==> config.mk <==
export PLATFORM = sky130hd
export DESIGN_NAME = btn_conditioner
export DESIGN_NICKNAME = d
export VERILOG_FILES = /design/src/rtl/btn_conditioner_pkg.sv /design/src/rtl/btn_conditioner_milli_tick.sv /design/src/rtl/btn_conditioner.sv
export SDC_FILE = /design/constraint.sdc
export NUM_CORES = 1
export LEC_CHECK = 0
export ABC_AREA = 1
export ABC_CLOCK_PERIOD_IN_PS = 8330
export BUFFER_PORTS_ARGS = -buffer_cell sky130_fd_sc_hd__buf_2
export CAP_MARGIN = 15
export CELL_PAD_IN_SITES_DETAIL_PLACEMENT = 1
export CELL_PAD_IN_SITES_GLOBAL_PLACEMENT = 1
export CORE_ASPECT_RATIO = 1.4
export CORE_UTILIZATION = 35
export DETAILED_ROUTE_END_ITERATION = 10
export PLACE_DENSITY = 0.64
export SYNTH_ARGS = -nofsm -noshare
export SYNTH_HDL_FRONTEND = slang
export SYNTH_SLANG_ARGS = --single-unit
==> constraint.sdc <==
create_clock -name clk -period 8.33 [get_ports clk]
set_input_delay 2.499 -clock clk [delete_from_list [all_inputs] [get_ports clk]]
set_output_delay 2.499 -clock clk [all_outputs]
set_load 0.02 [all_outputs]
==> src/rtl/btn_conditioner_pkg.sv <==
// Shared game constants and the button-lane index encoding. Both this
// conditioner and the game core use them.
//   DEBOUNCE_MS_DEFAULT : default debounce stable time in milliseconds
//   BTN_COUNT           : number of push buttons on the controller
//   btn_idx_e           : press_code / button index -> note lane
package btn_conditioner_pkg;

  localparam int DEBOUNCE_MS_DEFAULT = 20;
  localparam int BTN_COUNT           = 4;

  typedef enum logic [1:0] {
    BTN_G3 = 2'd0,
    BTN_C4 = 2'd1,
    BTN_E4 = 2'd2,
    BTN_G5 = 2'd3
  } btn_idx_e;

endpackage

==> src/rtl/btn_conditioner_milli_tick.sv <==
// Millisecond prescaler. It counts clock cycles and pulses ms_tick once
// every ticks_per_milli cycles. The game core shares this block.
//   clk             : system clock
//   rst             : asynchronous active-high reset
//   ticks_per_milli : clock cycles per millisecond (0 or 1 -> tick every cycle)
//   ms_tick         : one-cycle pulse at the end of each millisecond
module milli_tick (
  input  logic        clk,
  input  logic        rst,
  input  logic [15:0] ticks_per_milli,
  output logic        ms_tick
);

  logic [15:0] cnt_q, cnt_d;

  // The >= test lets a mid-run reduction of ticks_per_milli wrap at once
  // instead of running on to the 16-bit rollover.
  always_comb begin
    if (ticks_per_milli <= 16'd1) begin
      ms_tick = 1'b1;
    end else begin
      ms_tick = (cnt_q >= (ticks_per_milli - 16'd1));
    end
    cnt_d = ms_tick ? '0 : cnt_q + 16'd1;
  end

  always_ff @(posedge clk or posedge rst) begin
    if (rst) cnt_q <= '0;
    else     cnt_q <= cnt_d;
  end

endmodule

==> src/rtl/btn_conditioner.sv <==
// Push-button conditioner. It synchronises the raw pins, debounces each
// button against a millisecond time base, and qualifies single presses.
//   clk, rst        : system clock, asynchronous active-high reset
//   ticks_per_milli : clock cycles per millisecond
//   btn_raw         : raw active-high pins, asynchronous to clk
//   btn_level       : debounced level per button
//   btn_press       : one-cycle pulse on each debounced 0->1 edge
//   press_valid     : one-cycle pulse for a lone press with no other button held
//   press_code      : index of the last qualified press (held)
//   chord           : more than one debounced button is high
module btn_conditioner
  import btn_conditioner_pkg::*;
#(
  parameter  int NUM_BTN     = BTN_COUNT,
  parameter  int DEBOUNCE_MS = DEBOUNCE_MS_DEFAULT,
  localparam int CODE_W      = (NUM_BTN > 1) ? $clog2(NUM_BTN) : 1
) (
  input  logic               clk,
  input  logic               rst,
  input  logic [15:0]        ticks_per_milli,
  input  logic [NUM_BTN-1:0] btn_raw,
  output logic [NUM_BTN-1:0] btn_level,
  output logic [NUM_BTN-1:0] btn_press,
  output logic               press_valid,
  output logic [CODE_W-1:0]  press_code,
  output logic               chord
);

  localparam logic [7:0] DB_LIMIT = 8'(DEBOUNCE_MS);

  logic               ms_tick;
  logic [NUM_BTN-1:0] sync1_q, sync1_d, sync2_q, sync2_d;
  logic [NUM_BTN-1:0] level_q, level_d;
  logic [NUM_BTN-1:0] press_q, press_d;
  logic               valid_q, valid_d;
  logic [CODE_W-1:0]  code_q, code_d;
  logic               chord_q, chord_d;

  milli_tick u_tick (
    .clk             (clk),
    .rst             (rst),
    .ticks_per_milli (ticks_per_milli),
    .ms_tick         (ms_tick)
  );

  always_comb begin
    sync1_d = btn_raw;
    sync2_d = sync1_q;
  end

  // Each button accumulates whole ms ticks while the synchronised input
  // disagrees with its debounced level. Any return to agreement discards the
  // accumulated time.
  for (genvar i = 0; i < NUM_BTN; i++) begin : g_db
    logic [7:0] cnt_q, cnt_d;
    logic       lvl_d;

    always_comb begin
      cnt_d = cnt_q;
      lvl_d = level_q[i];
      if (sync2_q[i] == level_q[i]) begin
        cnt_d = '0;
      end else if (ms_tick) begin
        if ((cnt_q + 8'd1) == DB_LIMIT) begin
          lvl_d = sync2_q[i];
          cnt_d = '0;
        end else begin
          cnt_d = cnt_q + 8'd1;
        end
      end
    end

    assign level_d[i] = lvl_d;

    always_ff @(posedge clk or posedge rst) begin
      if (rst) cnt_q <= '0;
      else     cnt_q <= cnt_d;
    end
  end

  // Events are derived from the next level so that they register in the
  // same edge as the level change itself.
  always_comb begin
    press_d = level_d & ~level_q;
    valid_d = ($countones(press_d) == 1) && (level_d == press_d);
    code_d  = code_q;
    if (valid_d) begin
      for (int unsigned i = 0; i < NUM_BTN; i++) begin
        if (press_d[i]) code_d = CODE_W'(i);
      end
    end
    chord_d = ($countones(level_d) > 1);
  end

  always_ff @(posedge clk or posedge rst) begin
    if (rst) begin
      sync1_q <= '0;
      sync2_q <= '0;
      level_q <= '0;
      press_q <= '0;
      valid_q <= 1'b0;
      code_q  <= '0;
      chord_q <= 1'b0;
    end else begin
      sync1_q <= sync1_d;
      sync2_q <= sync2_d;
      level_q <= level_d;
      press_q <= press_d;
      valid_q <= valid_d;
      code_q  <= code_d;
      chord_q <= chord_d;
    end
  end

  assign btn_level   = level_q;
  assign btn_press   = press_q;
  assign press_valid = valid_q;
  assign press_code  = code_q;
  assign chord       = chord_q;

endmodule

==> results.toml <==
[timing]
tns_ps = 0
finalCriticalPeriod_ps = 6940
drv_slew = 0
setup_ws_ps = 1390
worstMarginPinSlew_ps = 886
finalClockSkew_ps = 6.56
max_freq_mhz = 144
finalHoldViolCount = 0
finalSetupViolations = 0
min_period_over_period = 0.833
rsz0062_at_grt = "no"
slew_headroom = 0.409

[global_route]
antenna_found_initial = 0
grt_pass1_vias = 3795
grt_max_degree = 69
grt_use_total = 0.172
grt_pass1_wl_um = 17200
grt_overflow = 0

[detailed_routing]
vias = 3543
postRouteAntennaNets = 0
wl_um = 9750
drt-initial-drc-count = 125
routed_via_density = 4.89
wl_per_cell_um = 13.5
drc = 0
first_pass_iters = 4

[critical_path]
end_kind = "register"
cp_common_cell = "nand2_1"
r2r-start = "u_tick.cnt_q[3]$_DFF_PP0_"
crit_path_max_incr_delay_ps = 460
crit_slowest_cell = "fa_1"
startpoint = "ticks_per_milli[2]"
crit_fanout = 14
required_ps = 8550
worst-setup-path-type = "input pin to register"
arrival_ps = 7160
crit_path_start_kind = "input pin"

[die]
dieArea_mm2 = 0.0127
die_x_um = 95.7
num_rows = 47
die_y_um = 133
core_mm2 = 0.0119
ios = 34
initial_core_util = 0.362

[placed_design]
place.gp.congestion = 0.740
dp.cells = 708
hpwlAfterDp_um = 7400
pre_cts_ws_ps = 988
portBuffers = 33

[synth]
synth-compound-area-share = 0.0888
syn-num-nets = 581
synth_area_leaders = "dfrtp_1, nand2_1, ha_1"
synth.avg_cell_area_um2 = 8.10
synth_warnings = 0
synth.distinct_cells = 42
syn_area_mm2 = 0.00430
yosysTopAreaCell = "dfrtp_1"
synth-seq-cells = 68
ys_seq_area_frac = 0.396
synthCells = 531
synth_top_family_by_area = "simple AND/OR/NAND/NOR gates"
synthMuxAreaShare = 0
netlist.area_leader.share = 0.396
synthSimpleGateAreaFrac = 0.289
synth_adder_area_share = 0.0850
synth-xor-area-share = 0.0570

[cts]
postCtsHoldBufs = 0
cts_resized = 0
cts.clk_slew.worst_paths_ps = 60
cts_tree = "done"
cts_root_buf = "clkbuf_16"
cts_buffer_depth = 2
postCtsSetupBuffers = 0
cts_sinks = 68
htreeDepth = 3
clk-insertion-delay-late_ps = 330
cts_buffers = 9

[cells_and_area]
stdcell_count = 724
antenna_cells = 0
area_delta_synth_final_pct = 13.6
drive_above_1_share = 0.175
nets = 622

[flow_run]
maxCapViolations = 0

[worst_hold_path]
hold_class = "register to register"
min_from = "sync1_q[1]$_DFF_PP0_"

[pwr]
p_leak_nw = 2.36
p_per_area_mw_per_mm2 = 182
vdd_ir_drop_max_mv = 0.152

[outcome]
run_status = "finished clean"
-- synth_stat cells, drive strengths merged --
| cell type | count |
|---|---|
| nor2 | 70 |
| nand3 | 41 |
| nand2 | 114 |
| xnor2 | 14 |
| o41ai | 1 |
| a22o | 1 |
| and3 | 1 |
| or2 | 4 |
| ha | 26 |
| nor3b | 2 |
| buf | 5 |
| xor2 | 14 |
| o22ai | 8 |
| and2 | 1 |
| a21o | 1 |
| nand4 | 7 |
| inv | 83 |
| dfrtp | 68 |
| nand3b | 3 |
| a21oi | 18 |
| o2111ai | 1 |
| nor3 | 12 |
| fa | 2 |
| o21a | 3 |
| o21ai | 27 |
| a211oi | 2 |
| o32ai | 1 |
| o211ai | 1 |
-- where the power goes --
group,total [mW],internal [mW],switching (mW)
combinational,0.157,0.0599,0.0972
sequential,0.387,0.358,0.0289
clock,0.347,0.207,0.139
total,0.891,0.625,0.265
-- state kept, by name (all words and copies together) (netlist names) --
register and flops:
btn_level 4, sync2_q 4, g_db.cnt_q 32, sync1_q 4, press_code 2, btn_press 4
press_valid 1, u_tick.cnt_q 16, chord 1
-- layer usage --
metal / global-route usage / share of wire / wire length, um
met5: 0 / 0 / 0
met4: 0.0622 / 0.017 / 165
met3: 0.0291 / 0.029 / 284
met2: 0.315 / 0.53 / 5180
met1: 0.195 / 0.42 / 4110
-- critical path, delay by kind of cell --
kind | cells | cell delay [ps]
adder cells (fa/ha/maj) | 4 | 1220
AO/OA/AOI/OAI | 3 | 620
XOR/XNOR | 1 | 150
AND/OR/NAND/NOR | 19 | 2220
buffers and inverters | 3 | 450
-- cell families (layout without fill, tap and decap cells) --
logic type | after synthesis | count (layout)
adders and majority gates | 28 | 28
DFF | 68 | 68
buffers and inverters | 88 | 134
xor gates and xnor gates | 28 | 28
and+or+nand+nor | 255 | 255
AOI/OAI and AO/OA | 64 | 64
-- stage by stage --
stage	cell area [um2]	utilization	power, mW	hold WS (ps)
after floorplan	4300	-	0.512	331
after global placement	4610	0.388	0.547	331
after detailed placement	4610	0.388	0.556	336
after CTS	4880	0.411	0.912	348
after global routing	4880	0.411	0.955	358
final	4880	0.411	0.891	344
-- layout by cell type (no fill, tap or decap), drive strengths merged --
master      n
nand2     114
inv        83
nor2       70
dfrtp      68
nand3      41
buf        35
o21ai      27
ha         26
a21oi      18
xnor2      14
xor2       14
nor3       12
clkbuf     11
o22ai       8
nand4       7
or2         4
clkinv      4
o21a        3
nand3b      3
nor3b       2
a211oi      2
fa          2
a21o        1
o2111ai     1
o41ai       1
a22o        1
and2        1
and3        1
o32ai       1
o211ai      1
clkinvlp    1
-- final cells by class --
cell class	instances	area [um2]
Clock buffer	11	243
Sequential cell	68	1700
Multi-Input combinational cell	375	2240
Timing Repair Buffer	35	180
Fill cell	1474	7000
Tap cell	147	184
Clock inverter	5	27.5
Inverter	83	312
-- path summary, 6_finish.rpt --
check                           cells after the start  slack (ps)                           end
min in group asynchronous                           3        2430  g_db[1].cnt_q[3]$_DFFE_PP0P_
worst min register to register                      0         340          sync2_q[1]$_DFF_PP0_
worst max-delay path                               30        1390     press_code[1]$_DFFE_PP0P_
worst max register to register                     22        4590     press_code[1]$_DFFE_PP0P_
worst min-delay path                                0         340          sync2_q[1]$_DFF_PP0_
max in group asynchronous                           3        5320  g_db[2].cnt_q[5]$_DFFE_PP0P_
(Power assumes the default switching activity.)
